File: src/rtl/time_frame_rx.sv
// rtl/time_frame_rx.sv - serial master-time frame receiver with delay compensation and lock tracking
//
// Purpose:
//   Deserialises framed 32-bit time words (start, D[0..31] LSB first, even parity,
//   stop) from an asynchronous serial line. It checks each frame, adds a fixed
//   propagation-delay compensation and presents the recovered time with a one-cycle
//   strobe. It also tracks link health: lock status, a saturating error count and a timeout.
//
// Ports:
//   clk          in   single clock for all logic
//   rst_n        in   asynchronous active-low reset
//   serial_in    in   asynchronous serial line, idles high
//   clr_err      in   one-cycle pulse, clears err_cnt (wins over a same-cycle increment)
//   master_time  out  last good word + DELAY_COMP
//   sync_rcvd    out  one-cycle pulse when master_time is loaded from a good frame
//   frame_err    out  one-cycle pulse on a parity or stop error
//   locked       out  LOCK_FRAMES consecutive good frames seen and no timeout since
//   err_cnt      out  saturating frame error count
//   drift        out  (TIME_FRAME_RX_TRACK_EN only) reload disagreed with free-run time
//
// Optional feature macro: TIME_FRAME_RX_TRACK_EN
//   When defined, master_time free-runs at +1 per clk and is reloaded from each good
//   frame. A reload that differs from the free-run value raises drift for one cycle.
module time_frame_rx #(
  parameter int unsigned BIT_CLKS    = 8,
  parameter logic [31:0] DELAY_COMP  = 32'd0,
  parameter int unsigned LOCK_FRAMES = 4,
  parameter logic [31:0] TIMEOUT     = 32'd200000000
) (
  input  logic        clk,
  input  logic        rst_n,
  input  logic        serial_in,
  input  logic        clr_err,
  output logic [31:0] master_time,
  output logic        sync_rcvd,
  output logic        frame_err,
  output logic        locked,
  output logic [15:0] err_cnt
`ifdef TIME_FRAME_RX_TRACK_EN
  ,
  output logic        drift
`endif
);

  // Timer holds BIT_CLKS-1 at most, so $clog2(BIT_CLKS) bits suffice.
  localparam int          TW       = $clog2(BIT_CLKS);
  localparam logic [TW-1:0] HALF_M1  = TW'(BIT_CLKS / 2 - 1);
  localparam logic [TW-1:0] FULL_M1  = TW'(BIT_CLKS - 1);
  localparam logic [3:0]    LOCK_MAX = 4'(LOCK_FRAMES);

  typedef enum logic [2:0] {
    IDLE   = 3'd0,
    START  = 3'd1,
    DATA   = 3'd2,
    PARITY = 3'd3,
    STOP   = 3'd4,
    BREAK  = 3'd5
  } state_t;

  logic          sync1_q, s_q, s_dly_q;
  state_t        state_q, state_d;
  logic [TW-1:0] timer_q, timer_d;
  logic [5:0]    bit_cnt_q, bit_cnt_d;
  logic [31:0]   shift_q, shift_d;
  logic          par_q, par_d;
  logic [31:0]   master_q, master_d;
  logic          sync_q, sync_d;
  logic          ferr_q, ferr_d;
  logic          locked_q, locked_d;
  logic [3:0]    lock_cnt_q, lock_cnt_d;
  logic [31:0]   tmo_q, tmo_d;
  logic [15:0]   err_q, err_d;
`ifdef TIME_FRAME_RX_TRACK_EN
  logic          have_ref_q, have_ref_d;
  logic          drift_q, drift_d;
`endif

  logic tick, good, bad;

  always_comb begin
    state_d   = state_q;
    bit_cnt_d = bit_cnt_q;
    shift_d   = shift_q;
    par_d     = par_q;
    good      = 1'b0;
    bad       = 1'b0;
    tick      = (timer_q == '0);
    // In sampling states the timer reloads a full bit period on every sample.
    timer_d   = tick ? FULL_M1 : timer_q - 1'b1;

    case (state_q)
      IDLE: begin
        timer_d = HALF_M1;
        if (!s_q && s_dly_q) begin
          state_d = START;
        end
      end
      START: begin
        if (tick) begin
          if (s_q) begin
            state_d = IDLE;               // glitch: drop silently
          end else begin
            state_d   = DATA;
            bit_cnt_d = '0;
            par_d     = 1'b0;
          end
        end
      end
      DATA: begin
        if (tick) begin
          shift_d   = {s_q, shift_q[31:1]};
          par_d     = par_q ^ s_q;
          bit_cnt_d = bit_cnt_q + 6'd1;
          if (bit_cnt_q == 6'd31) begin
            state_d = PARITY;
          end
        end
      end
      PARITY: begin
        if (tick) begin
          par_d   = par_q ^ s_q;          // zero when ones over D and P are even
          state_d = STOP;
        end
      end
      STOP: begin
        if (tick) begin
          if (s_q) begin
            state_d = IDLE;
            good    = !par_q;
            bad     = par_q;
          end else begin
            state_d = BREAK;
            bad     = 1'b1;
          end
        end
      end
      BREAK: begin
        timer_d = HALF_M1;
        if (s_q) begin
          state_d = IDLE;
        end
      end
      default: begin
        state_d = IDLE;
      end
    endcase

    sync_d = good;
    ferr_d = bad;

    if (clr_err) begin
      err_d = '0;
    end else if (bad && (err_q != 16'hFFFF)) begin
      err_d = err_q + 16'd1;
    end else begin
      err_d = err_q;
    end

    if (good) begin
      tmo_d = '0;
    end else if (tmo_q >= TIMEOUT) begin
      tmo_d = TIMEOUT;
    end else begin
      tmo_d = tmo_q + 32'd1;
    end

    lock_cnt_d = lock_cnt_q;
    locked_d   = locked_q;
    if (bad) begin
      lock_cnt_d = '0;
      locked_d   = 1'b0;
    end else if (good) begin
      lock_cnt_d = (lock_cnt_q >= LOCK_MAX) ? LOCK_MAX : lock_cnt_q + 4'd1;
      locked_d   = (lock_cnt_d == LOCK_MAX);
    end else if (tmo_d == TIMEOUT) begin
      // Checked on the next value so locked drops exactly TIMEOUT cycles after sync_rcvd.
      lock_cnt_d = '0;
      locked_d   = 1'b0;
    end

`ifdef TIME_FRAME_RX_TRACK_EN
    master_d   = master_q + 32'd1;
    drift_d    = 1'b0;
    have_ref_d = have_ref_q | good;
    if (good) begin
      master_d = shift_q + DELAY_COMP + 32'd1;
      drift_d  = have_ref_q && ((shift_q + DELAY_COMP + 32'd1) != (master_q + 32'd1));
    end
`else
    master_d = good ? (shift_q + DELAY_COMP) : master_q;
`endif
  end

  always_ff @(posedge clk or negedge rst_n) begin
    if (!rst_n) begin
      sync1_q    <= 1'b1;
      s_q        <= 1'b1;
      s_dly_q    <= 1'b1;
      state_q    <= IDLE;
      timer_q    <= HALF_M1;
      bit_cnt_q  <= '0;
      shift_q    <= '0;
      par_q      <= 1'b0;
      master_q   <= '0;
      sync_q     <= 1'b0;
      ferr_q     <= 1'b0;
      locked_q   <= 1'b0;
      lock_cnt_q <= '0;
      tmo_q      <= '0;
      err_q      <= '0;
`ifdef TIME_FRAME_RX_TRACK_EN
      have_ref_q <= 1'b0;
      drift_q    <= 1'b0;
`endif
    end else begin
      sync1_q    <= serial_in;
      s_q        <= sync1_q;
      s_dly_q    <= s_q;
      state_q    <= state_d;
      timer_q    <= timer_d;
      bit_cnt_q  <= bit_cnt_d;
      shift_q    <= shift_d;
      par_q      <= par_d;
      master_q   <= master_d;
      sync_q     <= sync_d;
      ferr_q     <= ferr_d;
      locked_q   <= locked_d;
      lock_cnt_q <= lock_cnt_d;
      tmo_q      <= tmo_d;
      err_q      <= err_d;
`ifdef TIME_FRAME_RX_TRACK_EN
      have_ref_q <= have_ref_d;
      drift_q    <= drift_d;
`endif
    end
  end

  assign master_time = master_q;
  assign sync_rcvd   = sync_q;
  assign frame_err   = ferr_q;
  assign locked      = locked_q;
  assign err_cnt     = err_q;
`ifdef TIME_FRAME_RX_TRACK_EN
  assign drift       = drift_q;
`endif

endmodule

File: config.mk
export PLATFORM = sky130hd
export DESIGN_NAME = time_frame_rx
export DESIGN_NICKNAME = d
export VERILOG_FILES = /design/src/rtl/time_frame_rx.sv
export SDC_FILE = /design/constraint.sdc
export NUM_CORES = 1
export LEC_CHECK = 0
export BUFFER_PORTS_ARGS = -buffer_cell sky130_fd_sc_hd__clkbuf_2
export CORE_MARGIN = 5
export CORE_UTILIZATION = 33
export CTS_CLUSTER_SIZE = 16
export DETAILED_ROUTE_END_ITERATION = 10
export HOLD_SLACK_MARGIN = 0.06
export SYNTH_ARGS = -nofsm -noshare
export SYNTH_HDL_FRONTEND = slang
export SYNTH_SLANG_ARGS = --single-unit
File: constraint.sdc
create_clock -name clk -period 3.2 [get_ports clk]
set_input_delay 0.64 -clock clk [delete_from_list [all_inputs] [get_ports clk]]
set_output_delay 0.64 -clock clk [all_outputs]
set_load 0.05 [all_outputs]
# ---- Word level (Yosys, flattened, before mapping)
# Index checks and enable logic that the tools add are counted.
dict set report word_totals {
  regBits 135
  output_inout_bits 51
}
dict set report op_classes {
  add_sub_neg 5
  order_cmp 2
  n_eq_ne 18
  mux 37
  bitwise_logic 1
  reduce_logical 16
}
# operator n
set op_table {}
lappend op_table {{2-to-1 mux 32 bit} 2}
lappend op_table {{adder 32 x 1 -> 32 bit, second input constant} 1}
lappend op_table {{== test 32 x 28 -> 1 bit, second input constant} 1}
lappend op_table {{>= comparator 32 x 28 -> 1 bit, second input constant} 1}
lappend op_table {{2-to-1 mux 16 bit} 2}
lappend op_table {{2-to-1 mux 3 bit} 10}
lappend op_table {{2-to-1 mux 6 bit} 3}
lappend op_table {{one-hot mux 3 bit (6 select lines)} 1}
lappend op_table {{adder 16 x 1 -> 16 bit, second input constant} 1}
lappend op_table {{2-to-1 mux 4 bit} 4}
lappend op_table {{!= test 16 bit, second input constant} 1}
lappend op_table {{!= test 2 bit, second input constant} 8}
lappend op_table {{2-to-1 mux 1 bit} 12}
lappend op_table {{one-hot mux 6 bit (2 select lines)} 1}
lappend op_table {{AND reduction 4 bit} 2}
lappend op_table {{AND reduction 7 bit} 1}
lappend op_table {{adder 6 x 1 -> 6 bit, second input constant} 1}
lappend op_table {{== test 3 x 2 -> 1 bit, second input constant} 2}
lappend op_table {{== test 3 bit, second input constant} 2}
lappend op_table {{== test 6 x 5 -> 1 bit, second input constant} 1}
lappend op_table {{logical NOT 3 bit} 2}
lappend op_table {{nonzero test 2 bit} 3}
lappend op_table {{adder 4 x 1 -> 4 bit, second input constant} 1}
lappend op_table {{== test 4 x 3 -> 1 bit, second input constant} 1}
lappend op_table {{other kinds (12)} 15}

# ---- Depth between registers and ports, before layout
dict set report depth {
  ltp_word 9
  depth_mapped 11
  mapped_depth_nobuf 9
}

# ---- Least setup slack after synthesis
# Ideal clock, no wire load.
dict set report synth_path {
  kind {reg2reg}
  startpoint {register tmo_q[0]}
  endpoint {register lock_cnt_q[0]}
  setup_time_ns 0.125
  arrival_ns 2.294
  t_required_ns 3.075
  slack_ns 0.781
  path_stages_with_launch 11
  n_path_buf 2
  period_less_slack_ns 2.419
  cell_sequence {dfrtp_1 -> ha_1 -> buf_2 -> and4_1 -> buf_2 -> nand3_1 -> xor2_1 -> o2111ai_1 -> a2111oi_2 -> a31oi_2 -> mux2_4}
}
dict set report synth_via {
  elab_chain_cells 5
}
# element line
set synth_lines {}
lappend synth_lines {{start, declared} 71} ;# logic [31:0] tmo_q, tmo_d;
lappend synth_lines {{start signal, assigned} 229} ;# tmo_q <= tmo_d;
lappend synth_lines {{adder 32 x 1 -> 32 bit or >= comparator 32 x 28 -> 1 bit (tied branches)} {164, 161}}
lappend synth_lines {{2-to-1 mux 32 bit (*)} 161} ;# end else if (tmo_q >= TIMEOUT) begin
lappend synth_lines {{2-to-1 mux 32 bit (*)} 159} ;# if (good) begin
lappend synth_lines {{== test 32 x 28 -> 1 bit (*)} 175} ;# end else if (tmo_d == TIMEOUT) begin
lappend synth_lines {{nonzero test 3 bit (no line) (*)} -}
lappend synth_lines {{end signal, assigned} 228} ;# lock_cnt_q <= lock_cnt_d;
lappend synth_lines {{end, declared} 70} ;# logic [3:0] lock_cnt_q, lock_cnt_d;
# Every way passes the cells marked *; elsewhere a longest branch is shown, timed or not.
# A chain may end at the register's enable or synchronous reset.

# ---- Final worst setup path
# Same ends and word-level chain as after synthesis.

==> metrics.txt <==
FP Rows 50; fin crit share 0.865; Cells after Synth 685; synthesis-to-layout area growth 17.3%; Hold Path Class input port to asynchronous set/reset pin; H-tree depth 4; Post-synth ARST share 1.00; Final Util 0.395; FF/Latch Area 3380 µm²; Clock Tree Buf Depth 2; crit-path max FO 8; PD cells roughly 530 nW/µm²; Die ar. 22000 µm²; via count around 4.8k; Residual DRC 0; CTS Buf Count 17; crit-path max cell delay 0.46 ns; CP Launch Type flip-flop; Tightest Pin Transition slightly below 0.8 ns; Critical Path End Type flip-flop; routability cong. 0.873; Layout Cells excl Fill 986; skew final 0.00887 ns; Initial Util 0.336; outcome complete, no violations; cells along the critical path ha_1 -> and4_1 -> nand3_1 -> xor2_1 -> o2111ai_1 -> a2111oi_2 -> a31oi_2 -> mux2_4; Crit-path slowest cell dfrtp_1; multiplexer share of the synthesized area 0.00753; FMAX 361 MHz; Ports 55; commonest non-fill, non-tap cell in the layout nand2_1; clk slew on worst S/H paths about 0.06 ns; Max-Cap Viols 0; grt total ovfl 0; Synth cell types between 60 and 70; Setup WS pre-CTS 0.442 ns; CTS Hold Bufs 0; Post-CTS Resized 0; largest family of logic cells by synthesized area simple AND/OR/NAND/NOR gates; Critical Path RT 3.50 ns; die width 148 µm; final hold viol count 0; adder-cell share of the synthesized area 0.0178; Mean Syn Cell Area 9.22 µm²; WS Path Type flip-flop to flip-flop; Cells after DPL 954; clk sinks 135; register bit count reported by yosys between 100 and 150; worst skew pair latency 0.42 ns; most frequent cells in the layout nand2_1, dfrtp_1, clkbuf_2; Global Route Usage Sum 0.135; Post-Synthesis Cell Area 6310 µm²; top_reg_cell synth dfrtp_1; vias in the first global route a little under 5k; Post-DRT Antenna Nets 0; unrepaired setup endpoints after global routing false; post-route cell area 7410 µm²; slew margin rel. 0.479; proportion of layout cells with a drive suffix above 1 0.181; P_leak 3.60 nW; Ys Warns 0; final setup fails 0; antenna fix cells 0; compound-cell area share of the yosys netlist 0.0779; EDFF count, synth 0; post-synthesis xor/xnor area fraction 0.0499; Simple-Gate Fraction of Synth Area 0.275; post-DP HPWL 9.19 mm; DRT Pass-1 Iters 5; Max Transition Viols Final 0; fill count 1884; core area 18800 µm²; crit path setup slack, layout 0.433 ns; aggregate routed wire length 13.7 mm; vias per cell a little under 5; CTS tree built; first-pass GRT wire length 24.2 mm; Peak VDD IR 0.323 mV; Post-CTS Setup Bufs 0; Post-Place Cell Area slightly below 7000 µm²; crit path DAT ~3 ns; min Tclk post-route 2.77 ns; Final nets 752; PortBufs 54; Die Y between 100 and 150 µm; Multi-input gate area 2720 µm²; sequential element share of the synthesized area 0.536; R2R setup slack 0.43 ns; initial antenna violation count 0; CP delay by family, top compound AO/OA/AOI/OAI gates; TNS Setup 0 ns; Initial DRC Count 332; clock root buffer clkbuf_16; wire per inst 13.9 µm; CP Buf/Inv Count 0; largest net degree at the start of global routing 60
[path summary, 6_finish.rpt]
check	startpoint	to	cells after the start
max in group asynchronous	rst_n	tmo_q[10]	2
max reg2reg	tmo_q[0]	lock_cnt_q[0]	8
max	tmo_q[0]	lock_cnt_q[0]	8
min	rst_n	master_time[14]	1
min in group clk	serial_in	sync1_q	1
min reg2reg	sync1_q	s_q	0
[cell usage after synthesis, drive strengths merged (2+ instances only)]
cell | number | area, µm²
nand4 | 13 | 103
dfstp | 5 | 131
nor2 | 46 | 188
dfrtp | 130 | 3250
nor3b | 4 | 30.0
or4 | 3 | 22.5
inv | 16 | 60.1
and4 | 5 | 46.3
a31oi | 5 | 37.5
and3 | 15 | 103
a22o | 3 | 27.5
nor3 | 12 | 65.1
a41oi | 2 | 17.5
o31ai | 2 | 15.0
a21oi | 22 | 110
mux2 | 3 | 37.5
o21ai | 24 | 120
ha | 9 | 113
and2 | 5 | 33.8
xnor2 | 18 | 158
clkbuf | 20 | 76.3
buf | 14 | 85.1
or2 | 2 | 15.0
nor2b | 5 | 31.3
a211oi | 2 | 20.0
or3 | 5 | 31.3
nand3 | 27 | 150
nand2 | 227 | 855
o211ai | 2 | 15.0
nor4 | 3 | 40.0
xor2 | 18 | 158
o31a | 4 | 40.0
[sequential cells by signal, summed over array words and instances (netlist names)]
name,flops
master_time,32
shift_q,32
tmo_q,32
err_cnt,16
bit_cnt_q,6
lock_cnt_q,4
state_q,3
timer_q,3
frame_err,1
locked,1
par_q,1
s_dly_q,1
s_q,1
sync1_q,1
sync_rcvd,1
[final cells by class]
cell class / count / area share
flip-flops and latches: 135 / 0.457
multi-input cells: 503 / 0.367
clock buffers: 22 / 0.0640
repair buffers: 66 / 0.0512
well taps: 234 / 0.0395
clock inverters: 10 / 0.0128
inverters: 16 / 0.00811
[kinds of logic after synthesis]
family / after synthesis
adder cells (fa/ha/maj): 9
AO/OA/AOI/OAI: 75
XOR/XNOR: 36
flip-flops: 135
AND/OR/NAND/NOR: 375
multiplexers: 4
buffers and inverters: 50
other: 1
[layer usage]
| layer | GRT usage | part of all wire | vias up | wire length (µm) |
|---|---|---|---|---|
| met5 | 0 | 0 | - | 0 |
| met4 | 0.0480 | 0.015 | 0 | 206 |
| met3 | 0.0433 | 0.050 | 19 | 689 |
| met2 | 0.209 | 0.46 | 113 | 6370 |
| met1 | 0.180 | 0.47 | 2256 | 6450 |
| li1 | - | - | 2380 | - |
[where the power goes]
group	switching, mW	total, mW	internal (mW)
combinational	0.151	0.228	0.0768
clock	0.739	1.87	1.13
sequential	0.0515	1.82	1.77
total	0.942	3.92	2.97
[through the flow]
stage	hold slack [ns]	power, mW
final	0.186	3.92
after global routing	0.218	4.09
after CTS	0.197	3.98
after detailed placement	0.354	2.08
after global placement	0.349	2.08
after floorplan	0.344	2.00
Power figures use the tool's default switching activity.
